===== src/rtl/cpu_harness_ctrl.sv =====
// Control stage that loads a program into the cpu instruction memory, runs the core for a
// configured number of cycles, then reads back data memory and streams it out.
module cpu_harness_ctrl #(
    parameter int IMEM_WORDS = 512,
    parameter int DMEM_WORDS = 1024
) (
    input  logic        clk,
    input  logic        rst,
    input  logic        start,
    input  logic [31:0] run_cycles,
    input  logic [10:0] dump_words,
    input  logic        s_valid,
    output logic        s_ready,
    input  logic [31:0] s_data,
    input  logic        s_last,
    output logic        m_valid,
    input  logic        m_ready,
    output logic [63:0] m_data,
    output logic        m_last,
    output logic        cpu_arst_n,
    output logic        cpu_enable,
    output logic [63:0] imem_addr,
    output logic        imem_wen,
    output logic [31:0] imem_wdata,
    output logic [63:0] dmem_addr,
    output logic        dmem_ren,
    input  logic [63:0] dmem_rdata,
    output logic        busy,
    output logic        done,
    output logic        load_err
);

    localparam int WCW = $clog2(IMEM_WORDS) + 1;
    localparam logic [WCW-1:0] WLAST = WCW'(IMEM_WORDS - 1);
    localparam logic [10:0]    DMAX  = 11'(DMEM_WORDS);

    typedef enum logic [2:0] {
        IDLE     = 3'd0,
        LOAD     = 3'd1,
        RUN      = 3'd2,
        DUMP_RD  = 3'd3,
        DUMP_OUT = 3'd4,
        DONE     = 3'd5
    } state_t;

    state_t         state_r;
    logic [WCW-1:0] wcnt_r;
    logic [10:0]    dcnt_r;
    logic [31:0]    rcnt_r;
    logic [31:0]    run_r;
    logic [10:0]    dump_r;
    logic [10:0]    dump_clamp_s;
    logic [10:0]    dcnt_inc_s;

    // Clamp the requested dump length to the data memory size and precompute the next index.
    always_comb begin
        dump_clamp_s = dump_words;
        if (dump_words > DMAX) begin
            dump_clamp_s = DMAX;
        end else begin
            dump_clamp_s = dump_words;
        end
        dcnt_inc_s = dcnt_r + 11'd1;
    end

    // Sequencer: every output is a register updated alongside the state.
    always_ff @(posedge clk) begin
        if (rst) begin
            state_r    <= IDLE;
            wcnt_r     <= '0;
            dcnt_r     <= 11'd0;
            rcnt_r     <= 32'd0;
            run_r      <= 32'd0;
            dump_r     <= 11'd0;
            s_ready    <= 1'b0;
            m_valid    <= 1'b0;
            m_data     <= 64'd0;
            m_last     <= 1'b0;
            cpu_arst_n <= 1'b0;
            cpu_enable <= 1'b0;
            imem_addr  <= 64'd0;
            imem_wen   <= 1'b0;
            imem_wdata <= 32'd0;
            dmem_addr  <= 64'd0;
            dmem_ren   <= 1'b0;
            busy       <= 1'b0;
            done       <= 1'b0;
            load_err   <= 1'b0;
        end else begin
            // Memory strobes are single-cycle pulses unless re-armed below.
            imem_wen <= 1'b0;
            dmem_ren <= 1'b0;
            case (state_r)
                IDLE, DONE: begin
                    if (start) begin
                        run_r      <= run_cycles;
                        dump_r     <= dump_clamp_s;
                        wcnt_r     <= '0;
                        dcnt_r     <= 11'd0;
                        rcnt_r     <= 32'd0;
                        done       <= 1'b0;
                        load_err   <= 1'b0;
                        busy       <= 1'b1;
                        s_ready    <= 1'b1;
                        cpu_arst_n <= 1'b0;
                        cpu_enable <= 1'b0;
                        m_valid    <= 1'b0;
                        m_last     <= 1'b0;
                        state_r    <= LOAD;
                    end else begin
                        state_r <= state_r;
                    end
                end
                LOAD: begin
                    if (s_valid && s_ready) begin
                        imem_wen   <= 1'b1;
                        imem_addr  <= 64'({wcnt_r, 2'b00});
                        imem_wdata <= s_data;
                        wcnt_r     <= wcnt_r + WCW'(1);
                        if (s_last) begin
                            s_ready    <= 1'b0;
                            cpu_arst_n <= 1'b1;
                            cpu_enable <= (run_r != 32'd0);
                            rcnt_r     <= 32'd0;
                            state_r    <= RUN;
                        end else if (wcnt_r == WLAST) begin
                            // Memory full without s_last: abandon the run.
                            s_ready  <= 1'b0;
                            load_err <= 1'b1;
                            busy     <= 1'b0;
                            done     <= 1'b1;
                            state_r  <= DONE;
                        end else begin
                            state_r <= LOAD;
                        end
                    end else begin
                        state_r <= LOAD;
                    end
                end
                RUN: begin
                    if (cpu_enable && (rcnt_r != run_r - 32'd1)) begin
                        rcnt_r <= rcnt_r + 32'd1;
                    end else begin
                        cpu_enable <= 1'b0;
                        dmem_ren   <= (dump_r != 11'd0);
                        dmem_addr  <= 64'd0;
                        state_r    <= DUMP_RD;
                    end
                end
                DUMP_RD: begin
                    // dmem_ren was armed on entry iff another word remains.
                    if (dcnt_r == dump_r) begin
                        busy    <= 1'b0;
                        done    <= 1'b1;
                        state_r <= DONE;
                    end else begin
                        state_r <= DUMP_OUT;
                    end
                end
                DUMP_OUT: begin
                    if (!m_valid) begin
                        m_data  <= dmem_rdata;
                        m_last  <= (dcnt_r == dump_r - 11'd1);
                        m_valid <= 1'b1;
                    end else if (m_ready) begin
                        m_valid   <= 1'b0;
                        m_last    <= 1'b0;
                        dcnt_r    <= dcnt_inc_s;
                        dmem_ren  <= (dcnt_inc_s != dump_r);
                        dmem_addr <= 64'({dcnt_inc_s, 3'b000});
                        state_r   <= DUMP_RD;
                    end else begin
                        state_r <= DUMP_OUT;
                    end
                end
                default: begin
                    state_r <= IDLE;
                end
            endcase
        end
    end

endmodule

===== config.mk =====
export PLATFORM = sky130hd
export DESIGN_NAME = cpu_harness_ctrl
export DESIGN_NICKNAME = d
export VERILOG_FILES = /design/src/rtl/cpu_harness_ctrl.sv
export SDC_FILE = /design/constraint.sdc
export NUM_CORES = 1
export LEC_CHECK = 0
export ABC_AREA = 1
export CELL_PAD_IN_SITES_DETAIL_PLACEMENT = 0
export CELL_PAD_IN_SITES_GLOBAL_PLACEMENT = 1
export CORE_MARGIN = 2
export CORE_UTILIZATION = 30
export CTS_CLUSTER_SIZE = 8
export DETAILED_ROUTE_END_ITERATION = 6
export PLACE_DENSITY = 0.82
export SYNTH_ARGS = -nofsm -noshare
export SYNTH_HDL_FRONTEND = slang
export SYNTH_SLANG_ARGS = --single-unit

===== constraint.sdc =====
create_clock -name clk -period 3.38 [get_ports clk]
set_clock_uncertainty 0.2 [all_clocks]
set_input_delay 0.338 -clock clk [delete_from_list [all_inputs] [get_ports clk]]
set_output_delay 0.338 -clock clk [all_outputs]
set_load 0.01 [all_outputs]

Word level (Yosys, flattened, before mapping)
Index checks and enable logic that the tools add are counted.
{ "totals": {"input_bits": 145, "wordCells": 137, "out_inout_bits": 234, "ff_bits": 279} }
{ "classes": {"mux": 60, "addsub": 5, "eq_ne": 22, "magnitude_cmp": 1, "n_reduce_logical": 27, "bitwise": 2} }
{ "op_table": {"columns": ["op", "count"], "rows": [
  ["$mux W64", 3],
  ["$mux W32", 4],
  ["$pmux W64 S2", 1],
  ["$pmux W32 S3", 1],
  ["$mux W11", 4],
  ["$add A32 B1 Y32 const B", 1],
  ["$ne A32 B32 Y1", 1],
  ["$reduce_bool A32 Y1", 1],
  ["$sub A32 B1 Y32 const B", 1],
  ["$mux W1", 26],
  ["$eq A11 B11 Y1", 2],
  ["$pmux W11 S2", 1],
  ["$mux W3", 7],
  ["$mux W10", 2],
  ["$ne A2 B2 Y1 const B", 10],
  ["$pmux W10 S2", 1],
  ["$reduce_and A4 Y1", 4],
  ["$pmux W3 S5", 1],
  ["$reduce_and A5 Y1", 3],
  ["$pmux W1 S2", 6],
  ["$add A11 B1 Y11 const B", 1],
  ["$gt A11 B11 Y1 const B", 1],
  ["$ne A11 B11 Y1", 1],
  ["$reduce_bool A11 Y1", 1],
  ["17 further kinds", 33]
]} }

Depth between registers and ports, before layout
Gate-level depths: netlist (run 1).
{ "depth": {"ltp_word": 5, "mapped_depth": 19, "mapped_depth_nobuf": 18} }

Worst setup path after synthesis (run 1)
No wires, ideal clock.
{ "synth_timing": {"kind": "register to register", "start": "register run_r[0]", "end": "register rcnt_r[27]", "n_path_buf": 1, "stages_incl_launch_ff": 17, "setup_time_ns": 0.136, "arrival_ns": 2.018, "synth_period_minus_slack_ns": 2.354, "setup_slack_ns": 1.026, "required_time_ns": 3.044, "path_cell_list": "dfxtp_1 > inv_2 > ha_1 > nand3_4 > nor2_8 > nand2_2 > o21ai_1 > nand2_1 > nor2_1 > nand2_1 > nor2_1 > nand3_2 > nand2_1 > nand2_2 > buf_2 > nand3_1 > a21oi_2"} }
{ "synth_via": {"elab_chain_len": 5} }
{ "synth_lines": {"columns": ["element", "line", "text"], "rows": [
  ["from (decl)", "50", "logic [31:0] run_r;"],
  ["from (signal assigned)", "96", "run_r <= run_cycles;"],
  ["$sub A32 B1 Y32", "141", "if (cpu_enable && (rcnt_r != run_r - 32'd1)) begin"],
  ["$ne A32 B32 Y1", "141", null],
  ["$logic_and A1 B1 Y1", "141", null],
  ["$ne A2 B2 Y1 (no line)", null, null],
  ["$reduce_and A5 Y1 (no line)", null, null],
  ["to (signal assigned)", "142", "rcnt_r <= rcnt_r + 32'd1;"],
  ["to (decl)", "49", "logic [31:0] rcnt_r;"]
]} }
Every way passes these cells.
A chain may end at the register's enable or synchronous reset.

Final worst setup path (run 1)
{ "layout_timing": {"start": "register run_r[0]", "end": "register dmem_addr[11]"} }
{ "layout_via": {"elab_chain_len": 5} }
{ "layout_lines": {"columns": ["element", "line", "text"], "rows": [
  ["$sub A32 B1 Y32", "141", null],
  ["$ne A32 B32 Y1", "141", null],
  ["$logic_and A1 B1 Y1", "141", null],
  ["$ne A2 B2 Y1 (no line)", null, null],
  ["$reduce_and A4 Y1 (no line)", null, null],
  ["to (signal assigned)", "170", "dmem_addr <= 64'({dcnt_inc_s, 3'b000});"],
  ["to (decl)", "25", "output logic [63:0] dmem_addr,"]
]} }
Every way passes these cells.

==> results.py, run 1 <==
metrics = {
    "outcome": {
        "outcome": "complete, no violations",
    },
    "timing": {
        "setup_viol": 0,
        "rsz0062_at_grt": "false",
        "maxSlewHeadroom_pct": 51.8,
        "hold_violations": 0,
        "fmax_ghz": 0.343,
        "min_period_over_period_pct": 86.3,
        "tightest_slew_ns": 0.723,
        "slew_violations": 0,
        "min_period_ns": 2.92,
        "setup-tns-final_ns": 0,
        "worst_slack_ns": 0.464,
    },
    "clock_network": {
        "cts_made_buffers": 35,
        "post_cts_buffers": 0,
        "cts-root-buf": "clkbuf_16",
        "worstSkewPairLatency_ns": 0.51,
        "cts_tree": "done",
        "cts.sinks": 226,
        "cts_hold_buffers": 0,
        "clkTransAtPathRegs_ns": 0.05,
        "htree_levels": 2,
        "post_cts_resize_count": 0,
        "cts_buffer_depth": 3,
    },
    "setup_path": {
        "required_ns": 3.60,
        "critPathLaunchType": "register",
        "rr_worst_depth": 16,
        "startpoint": "run_r[0]",
        "crit_arrival_ns": 3.14,
        "crit_type": "register to register",
        "crit_path_end_kind": "register",
        "r2r-end": "dmem_addr[11]",
        "reg2reg_slack_ns": 0.46,
        "worstPathMaxFanout": 17,
        "regToRegStartpoint": "run_r[0]",
    },
    "floorplan": {
        "die_area_um2": 41800,
        "rows": 73,
        "io_pins": 379,
        "core_area_um2": 39700,
        "start_util_pct": 30.3,
        "die_x_um": 204,
        "die_h_um": 204,
    },
    "synth": {
        "yosys.area.top_type_share_pct": 37.5,
        "ys_top_cells_by_count": "nor2_1, nand2_1, dfxtp_1, o21ai_0, inv_1",
        "synth_area_leaders": "dfxtp_1, nor2_1, nand2_1",
        "syn_area_um2": 12100,
        "ys_warn_count": 0,
        "yosysUniqueCellTypes": 50,
        "yosysTopAreaCell": "dfxtp_1",
        "yosys.cell_count.top_type": "nor2_1",
        "synth_edf_count": 0,
        "ys_seq_elements": 226,
        "synth_flop_cell": "dfxtp_1",
        "async_flop_share_pct": 0,
        "synth.avg_cell_area_um2": 6.84,
        "yosysSeqAreaShare_pct": 37.5,
        "synthCells": 1763,
    },
    "final_layout": {
        "postLayoutCoreUtil_pct": 39.7,
        "fillers": 4139,
        "finalNetCount": 2155,
        "area.growth.synth_to_final_pct": 30.8,
        "diodes": 0,
        "drive_above_1_share_pct": 5.32,
    },
    "placement": {
        "dp_hpwl_um": 28500,
        "gp_congestion": 0.945,
        "pre_cts_slack_ns": 0.490,
        "port_buffers": 271,
    },
    "routing": {
        "routed_wirelength_um": 38400,
        "viasPerCell": 4.57,
        "wl_per_cell_um": 15.1,
        "drcViolationCount": 0,
        "ant_nets": 0,
        "vias": 11600,
        "drt-initial-drc-count": 616,
        "dr.pass1.iters": 5,
    },
    "global_route": {
        "grt_util_all_layers_pct": 17.9,
        "grt_pass1_vias": 11100,
        "grt-ovfl-total": 0,
        "antenna_found_initial": 0,
        "grt_first_pass_wirelength_um": 60000,
        "grt_max_degree": 123,
    },
    "job": {
        "drv_cap": 0,
    },
    "pwr": {
        "power_density_nw_per_um2": 679,
        "power.leakage_nw": 6.46,
        "ir_worst_vdd_mv": 0.395,
    },
    "worst_hold_path": {
        "min_delay_worst_endpoint": "state_r[0]",
        "hold_path_class": "input pin to register",
        "holdPathStages": 4,
        "min_from": "rst",
    },
}
## registers in the layout, summed over array words and instances, names as in the netlist
| signal | flops |
|---|---|
| dmem_ren | 1 |
| dcnt_r | 11 |
| dmem_addr | 11 |
| m_data | 64 |
| imem_addr | 10 |
| rcnt_r | 32 |
| load_err | 1 |
| run_r | 32 |
| done | 1 |
| s_ready | 1 |
| busy | 1 |
| cpu_arst_n | 1 |
| imem_wdata | 32 |
| m_last | 1 |
| m_valid | 1 |
| dump_r | 11 |
| imem_wen | 1 |
| state_r | 3 |
| wcnt_r | 10 |
| cpu_enable | 1 |
## metal layers
layer,routed length (um),vias up,GRT usage (%),part of all wire [%]
met5,0,-,0,0
met4,911,0,5.02,2.4
met3,2970,61,5.69,7.7
met2,18800,322,31.1,49
met1,15700,5318,21.0,41
li1,-,5882,-,-
## metrics by stage
step	total power [W]	hold slack, ns	std cells	area, um^2
floorplan	0.00614	0.245	1869	12500
global placement	0.00765	0.259	2493	14800
detailed placement	0.00768	0.262	2493	14800
CTS	0.0108	0.138	2536	15800
global route	0.0115	0.183	2536	15800
finish	0.0107	0.151	2536	15800
## critical path, stage by stage, from the launching register on
cell     delay, ns
dfxtp_1       0.32
inv_2         0.08
ha_1          0.25
nand3_4       0.14
nor2_8        0.19
nand2_2       0.09
nor3_1        0.17
nor2_1        0.06
nor2_1        0.10
nand2_1       0.07
nor2_1        0.12
nand3_2       0.16
nand3_2       0.31
nand3_2       0.28
nand2_1       0.12
inv_1         0.04
nor2_1        0.10
## worst max-delay path by stage
stage               cells past startpoint            end
floorplan                              16     rcnt_r[27]
global placement                       16   dmem_addr[7]
detailed placement                     16  dmem_addr[11]
CTS                                    16  dmem_addr[11]
global route                           16   dmem_addr[3]
finish                                 16  dmem_addr[11]
## power breakdown
part	total [W]	switching [W]	internal, W
clock	0.00308	0.00118	0.00190
sequential	0.00356	0.000390	0.00317
combinational	0.00406	0.00247	0.00159
total	0.0107	0.00404	0.00666
## layout make-up
class                      count  area, um^2  share of cell area [%]
tap                          525         657                    4.17
timing repair buffer         283        2810                    17.8
clock buffer                  41         928                    5.89
sequential                   226        4520                    28.7
clock inverter                 2        16.3                   0.103
multi-input combinational   1308        6260                    39.7
inverter                     151         569                    3.61
## cell families after synthesis
family,Yosys count,share of synthesized area (%)
and+or+nand+nor,843,29.6
buffers and inverters,335,14.0
AOI/OAI and AO/OA,270,12.3
DFF,226,37.5
xor gates and xnor gates,83,6.03
adders and majority gates,5,0.519
other,1,0.0311
## cells in the final DEF (no fill, tap or decap), types with 3 or more instances in the layout
cell             instances
conb_1                 107
nor2_4                   7
clkbuf_8                 3
a21oi_1                 64
xnor2_1                 30
o31ai_1                  4
inv_1                  136
nand3b_1                 6
nor2_1                 410
nand2_1                250
clkdlybuf4s50_1        270
buf_4                   11
clkbuf_1                 3
ha_1                     5
dfxtp_1                226
nor3_1                  33
nand3_2                  3
o21ai_0                159
o21bai_1                 3
clkbuf_16               35
nand4_1                 30
nor2_2                   6
o21ai_1                  4
nand2_2                  7
nor4_1                   5
inv_2                   12
a21oi_2                  9
xor2_1                  53
o22ai_1                 12
nand3_1                 75
(Power assumes the default switching activity.)
==> run 2, diff against run 1 <==
- ABC_AREA: 1 -> default
==> results.py, run 2 <==
metrics = {
    "outcome": {
        "outcome": "finished with violations",
        "violations": "negative setup slack",
    },
    "synth": {
        "yosys.cell_count.top_type": "nand2_1",
        "yosysTopAreaCell": "dfxtp_1",
        "yosysUniqueCellTypes": 73,
        "ys_seq_elements": 226,
        "synthCells": 1460,
        "synth_area_leaders": "dfxtp_1, nand2_1, a21oi_1",
        "async_flop_share_pct": 0,
        "syn_area_um2": 11400,
        "ys_warn_count": 0,
        "synth_flop_cell": "dfxtp_1",
        "ys_top_cells_by_count": "nand2_1, dfxtp_1, a21oi_1, buf_4, clkbuf_1",
        "yosysSeqAreaShare_pct": 39.8,
        "synth_edf_count": 0,
        "synth.avg_cell_area_um2": 7.78,
        "yosys.area.top_type_share_pct": 39.8,
    },
    "setup_path": {
        "crit_type": "register to register",
        "worstPathMaxFanout": 5,
        "required_ns": 3.62,
        "crit_path_end_kind": "register",
        "critPathLaunchType": "register",
        "crit_arrival_ns": 3.68,
    },
    "placement": {
        "pre_cts_slack_ns": -0.234,
        "dp_hpwl_um": 27400,
        "port_buffers": 271,
        "gp_congestion": 0.893,
    },
    "routing": {
        "viasPerCell": 4.84,
        "routed_wirelength_um": 38000,
        "ant_nets": 0,
        "drcViolationCount": 0,
        "dr.pass1.iters": 5,
        "drt-initial-drc-count": 558,
        "vias": 11100,
        "wl_per_cell_um": 16.6,
    },
    "clock_network": {
        "htree_levels": 2,
        "cts_made_buffers": 34,
        "cts_hold_buffers": 0,
        "cts_buffer_depth": 3,
        "cts.sinks": 226,
        "clkTransAtPathRegs_ns": 0.05,
        "worstSkewPairLatency_ns": 0.52,
        "cts-root-buf": "clkbuf_16",
        "cts_tree": "done",
    },
    "floorplan": {
        "die_area_um2": 39500,
        "rows": 71,
        "core_area_um2": 37500,
        "die_h_um": 199,
        "start_util_pct": 30.3,
        "io_pins": 379,
        "die_x_um": 199,
    },
    "timing": {
        "min_period_ns": 3.44,
        "min_period_over_period_pct": 102,
        "tightest_slew_ns": 0.977,
        "hold_violations": 0,
        "worst_slack_ns": -0.0627,
        "setup_viol": 9,
        "slew_violations": 0,
        "maxSlewHeadroom_pct": 34.4,
        "rsz0062_at_grt": "true",
        "fmax_ghz": 0.290,
    },
    "final_layout": {
        "largest_register": "m_data",
        "final_cell_mix": "nand2_1, clkdlybuf4s50_1, dfxtp_1, a21oi_1, conb_1",
        "drive_above_1_share_pct": 10.6,
        "fillers": 3815,
        "diodes": 0,
        "largest_register_ffs": 64,
        "final_common_cell": "nand2_1",
        "finalNetCount": 1915,
        "area.growth.synth_to_final_pct": 39.4,
    },
    "global_route": {
        "grt_util_all_layers_pct": 18.3,
        "antenna_found_initial": 0,
        "grt_max_degree": 88,
        "grt_pass1_vias": 10500,
        "grt_first_pass_wirelength_um": 57100,
        "grt-ovfl-total": 0,
    },
    "pwr": {
        "fin_total_pwr_w": 0.0102,
        "ir_worst_vdd_mv": 0.390,
        "power.leakage_nw": 5.71,
        "power_density_nw_per_um2": 642,
    },
    "job": {
        "drv_cap": 0,
    },
    "worst_hold_path": {
        "hold_path_class": "input pin to register",
    },
}
==> run 2: kinds of logic after synthesis <==
family                     after synthesis  synth area share (%)
and+or+nand+nor                        597                  24.4
AOI/OAI and AO/OA                      326                  17.1
DFF                                    226                  39.8
buffers and inverters                  211                  10.7
xor gates and xnor gates                86                  6.63
muxes                                    8                 0.716
adders and majority gates                5                 0.550
other                                    1                0.0330
==> run 2: area by class of cell <==
cell class / instances / area (um^2) / area share (%)
sequential: 226 / 4540 / 28.6
inverter: 13 / 51.3 / 0.324
tap: 511 / 639 / 4.03
clock buffer: 39 / 880 / 5.55
clock inverter: 3 / 33.8 / 0.213
timing repair buffer: 361 / 3460 / 21.8
multi-input combinational: 1129 / 6250 / 39.4
==> run 2: metrics by stage <==
step	util, %	cells	instance area (um^2)	hold WS [ns]	TNS [ns]
after floorplan	-	1566	11800	0.247	0
after global placement	38.8	2226	14600	0.241	-1.41
after detailed placement	38.8	2226	14600	0.245	-3.34
after CTS	41.8	2281	15700	0.112	0
after global routing	42.3	2282	15800	0.153	-2.50
final	42.3	2282	15800	0.120	-0.288
==> run 2: routing by layer <==
layer | up-vias | track usage, % | part of all wire [%]
met2 | 364 | 32.5 | 50
met5 | - | 0 | 0
li1 | 5406 | - | -
met4 | 0 | 5.33 | 2.5
met1 | 5219 | 20.5 | 38
met3 | 66 | 6.66 | 9.0
==> run 2: final timing paths <==
check | startpoint | end | slack (ns) | depth (start not counted)
setup / recovery | run_r[2] | rcnt_r[26] | -0.06 | 12
hold / removal | rst | rcnt_r[0] | 0.12 | 2
setup reg to reg | run_r[2] | rcnt_r[26] | -0.06 | 12
hold reg to reg | imem_wdata[31] | imem_wdata[31] | 0.25 | 2
==> run 2: repair_timing <==
item | CTS | global route
setup endpoints to repair | 47 | 46
setup buffers | 11 | 1
pin swaps | 20 | 21
gates cloned | 2 | 1
gates resized for setup | 28 | 35
==> run 2: worst max-delay path, stage by stage, from the launching register on <==
cell	delay, ns
dfxtp_4	0.36
or4_4	0.55
buf_4	0.17
nor4_2	0.31
buf_4	0.17
mux2i_1	0.29
nor4_4	0.09
a41oi_4	0.29
buf_12	0.16
o211ai_4	0.08
buf_6	0.15
or4_4	0.41
a21oi_2	0.13
==> run 2: where the power goes <==
group | switching [W] | internal, W | leakage (nW) | total (W)
sequential | 0.000271 | 0.00297 | 1.83 | 0.00324
combinational | 0.00214 | 0.00175 | 3.43 | 0.00389
clock | 0.00123 | 0.00182 | 0.447 | 0.00305
==> run 3, diff against run 2 <==
--- a/config.mk
+++ b/config.mk
@@ -10,6 +10,6 @@
 export CORE_MARGIN = 2
-export CORE_UTILIZATION = 30
+export CORE_UTILIZATION = 33
 export CTS_CLUSTER_SIZE = 8
 export DETAILED_ROUTE_END_ITERATION = 6
-export PLACE_DENSITY = 0.82
+export PLACE_DENSITY = 0.88
 export SYNTH_ARGS = -nofsm -noshare
==> constraint.sdc (replaced) <==
create_clock -name clk -period 3.38 [get_ports clk]
set_clock_uncertainty 0.2 [all_clocks]
set_input_delay 0.507 -clock clk [delete_from_list [all_inputs] [get_ports clk]]
set_output_delay 0.507 -clock clk [all_outputs]
set_load 0.01 [all_outputs]
==> results.py, run 3 (synthesis results as in run 2) <==
metrics = {
    "outcome": {
        "outcome": "finished with violations",
        "violations": "negative setup slack",
    },
    "timing": {
        "fmax_ghz": 0.293,
        "hold_violations": 0,
        "setup_viol": 7,
        "worst_slack_ns": -0.0376,
        "rsz0062_at_grt": "true",
        "slew_violations": 0,
        "min_period_over_period_pct": 101,
        "maxSlewHeadroom_pct": 43.1,
        "min_period_ns": 3.42,
        "tightest_slew_ns": 0.853,
    },
    "worst_hold_path": {
        "hold_path_class": "input pin to register",
        "holdPathStages": 2,
        "min_from": "rst",
    },
    "setup_path": {
        "critPathLaunchType": "register",
        "crit_path_end_kind": "register",
        "startpoint": "run_r[0]",
        "worstPathMaxFanout": 8,
        "crit_arrival_ns": 3.65,
        "required_ns": 3.62,
        "crit_type": "register to register",
        "regToRegStartpoint": "run_r[0]",
        "rr_worst_depth": 12,
    },
    "placement": {
        "dp_hpwl_um": 27500,
        "pre_cts_slack_ns": -0.199,
        "place_area_um2": 14500,
        "port_buffers": 271,
        "gp_congestion": 0.905,
    },
    "routing": {
        "dr.pass1.iters": 7,
        "vias": 11000,
        "ant_nets": 0,
        "routed_wirelength_um": 37700,
        "wl_per_cell_um": 17.0,
        "viasPerCell": 4.96,
        "drcViolationCount": 0,
        "drt-initial-drc-count": 458,
    },
    "final_layout": {
        "final_cell_mix": "nand2_1, clkdlybuf4s50_1, dfxtp_1, a21oi_1, conb_1",
        "finalInstanceArea_um2": 15900,
        "area.growth.synth_to_final_pct": 39.9,
        "drive_above_1_share_pct": 12.0,
        "largest_register": "m_data",
        "finalNetCount": 1916,
        "largest_register_ffs": 64,
        "final_common_cell": "nand2_1",
    },
    "floorplan": {
        "die_h_um": 190,
        "die_area_um2": 35900,
        "die_x_um": 190,
        "start_util_pct": 33.7,
        "core_area_um2": 33700,
        "rows": 67,
        "io_pins": 379,
    },
    "clock_network": {
        "cts_tree": "done",
        "cts.sinks": 226,
        "clkTransAtPathRegs_ns": 0.05,
        "worstSkewPairLatency_ns": 0.53,
        "cts-root-buf": "clkbuf_16",
        "cts_hold_buffers": 0,
        "htree_levels": 2,
        "cts_buffer_depth": 3,
        "cts_made_buffers": 34,
    },
    "pwr": {
        "power_density_nw_per_um2": 644,
        "power.leakage_nw": 5.75,
        "ir_worst_vdd_mv": 0.404,
    },
    "global_route": {
        "grt-ovfl-total": 0,
        "grtUsageMet3_pct": 6.95,
        "grt_max_degree": 80,
        "grt_util_all_layers_pct": 20.0,
        "met2_usage_pct": 35.9,
        "grt_first_pass_wirelength_um": 57100,
        "grt_pass1_vias": 10700,
        "top_usage_layer": "met2",
        "grt_util_met1_pct": 21.3,
        "antenna_found_initial": 3,
    },
    "job": {
        "drv_cap": 0,
    },
}
run 3: worst max-delay path: stages (launching register included):
cell	delay [ns]
dfxtp_4	0.36
inv_4	0.06
ha_4	0.13
or4b_4	0.50
xnor2_2	0.15
nand3_1	0.12
a211oi_2	0.08
o311a_1	0.39
a41oi_4	0.38
o21ai_2	0.15
buf_6	0.16
or4_4	0.51
a21oi_2	0.13
run 3: area by class of cell:
| cell class | instances | area [um^2] |
|---|---|---|
| fillers | 3290 | 17800 |
| multi-input cells | 1129 | 6330 |
| flip-flops and latches | 226 | 4540 |
| repair buffers | 362 | 3480 |
| clock buffers | 36 | 868 |
| well taps | 448 | 561 |
| clock inverters | 4 | 63.8 |
| inverters | 13 | 51.3 |
| diodes | 3 | 7.51 |
run 3: repair_timing:
action | 4_1_cts | 5_1_grt
pin swaps | 10 | 31
gates resized for setup | 23 | 65
setup endpoints to repair | 47 | 46
gates cloned | 1 | 3
setup buffers | 4 | 5
run 3: routing by layer:
metal	vias up	wire length (um)	share of wire [%]
met4	0	1390	3.7
met3	80	3110	8.3
met2	347	19000	51
li1	5405	-	-
met1	5195	14100	38
met5	-	0	0
run 3: path summary, 6_finish.rpt:
| check | endpoint | slack (ns) |
|---|---|---|
| setup / recovery | rcnt_r[14] | -0.04 |
| hold / removal | run_r[25] | 0.16 |
| setup reg to reg | rcnt_r[14] | -0.04 |
| hold reg to reg | imem_wdata[13] | 0.25 |
run 3: power breakdown:
part / switching, W / internal, W / total [W]
Combinational: 0.00216 / 0.00178 / 0.00395
Clock: 0.00122 / 0.00183 / 0.00304
Sequential: 0.000272 / 0.00297 / 0.00325
Total: 0.00365 / 0.00658 / 0.0102
run 3: stage by stage:
stage	setup TNS (ns)	power [W]	hold slack, ns	std cells	utilization [%]
finish	-0.118	0.0102	0.160	2221	47.2
global route	-3.77	0.0108	0.160	2221	47.2
CTS	-0.00634	0.0101	0.131	2210	46.2
detailed placement	-4.88	0.00687	0.245	2165	43.0
global placement	-3.49	0.00683	0.242	2165	43.0
floorplan	0	0.00539	0.257	1566	-
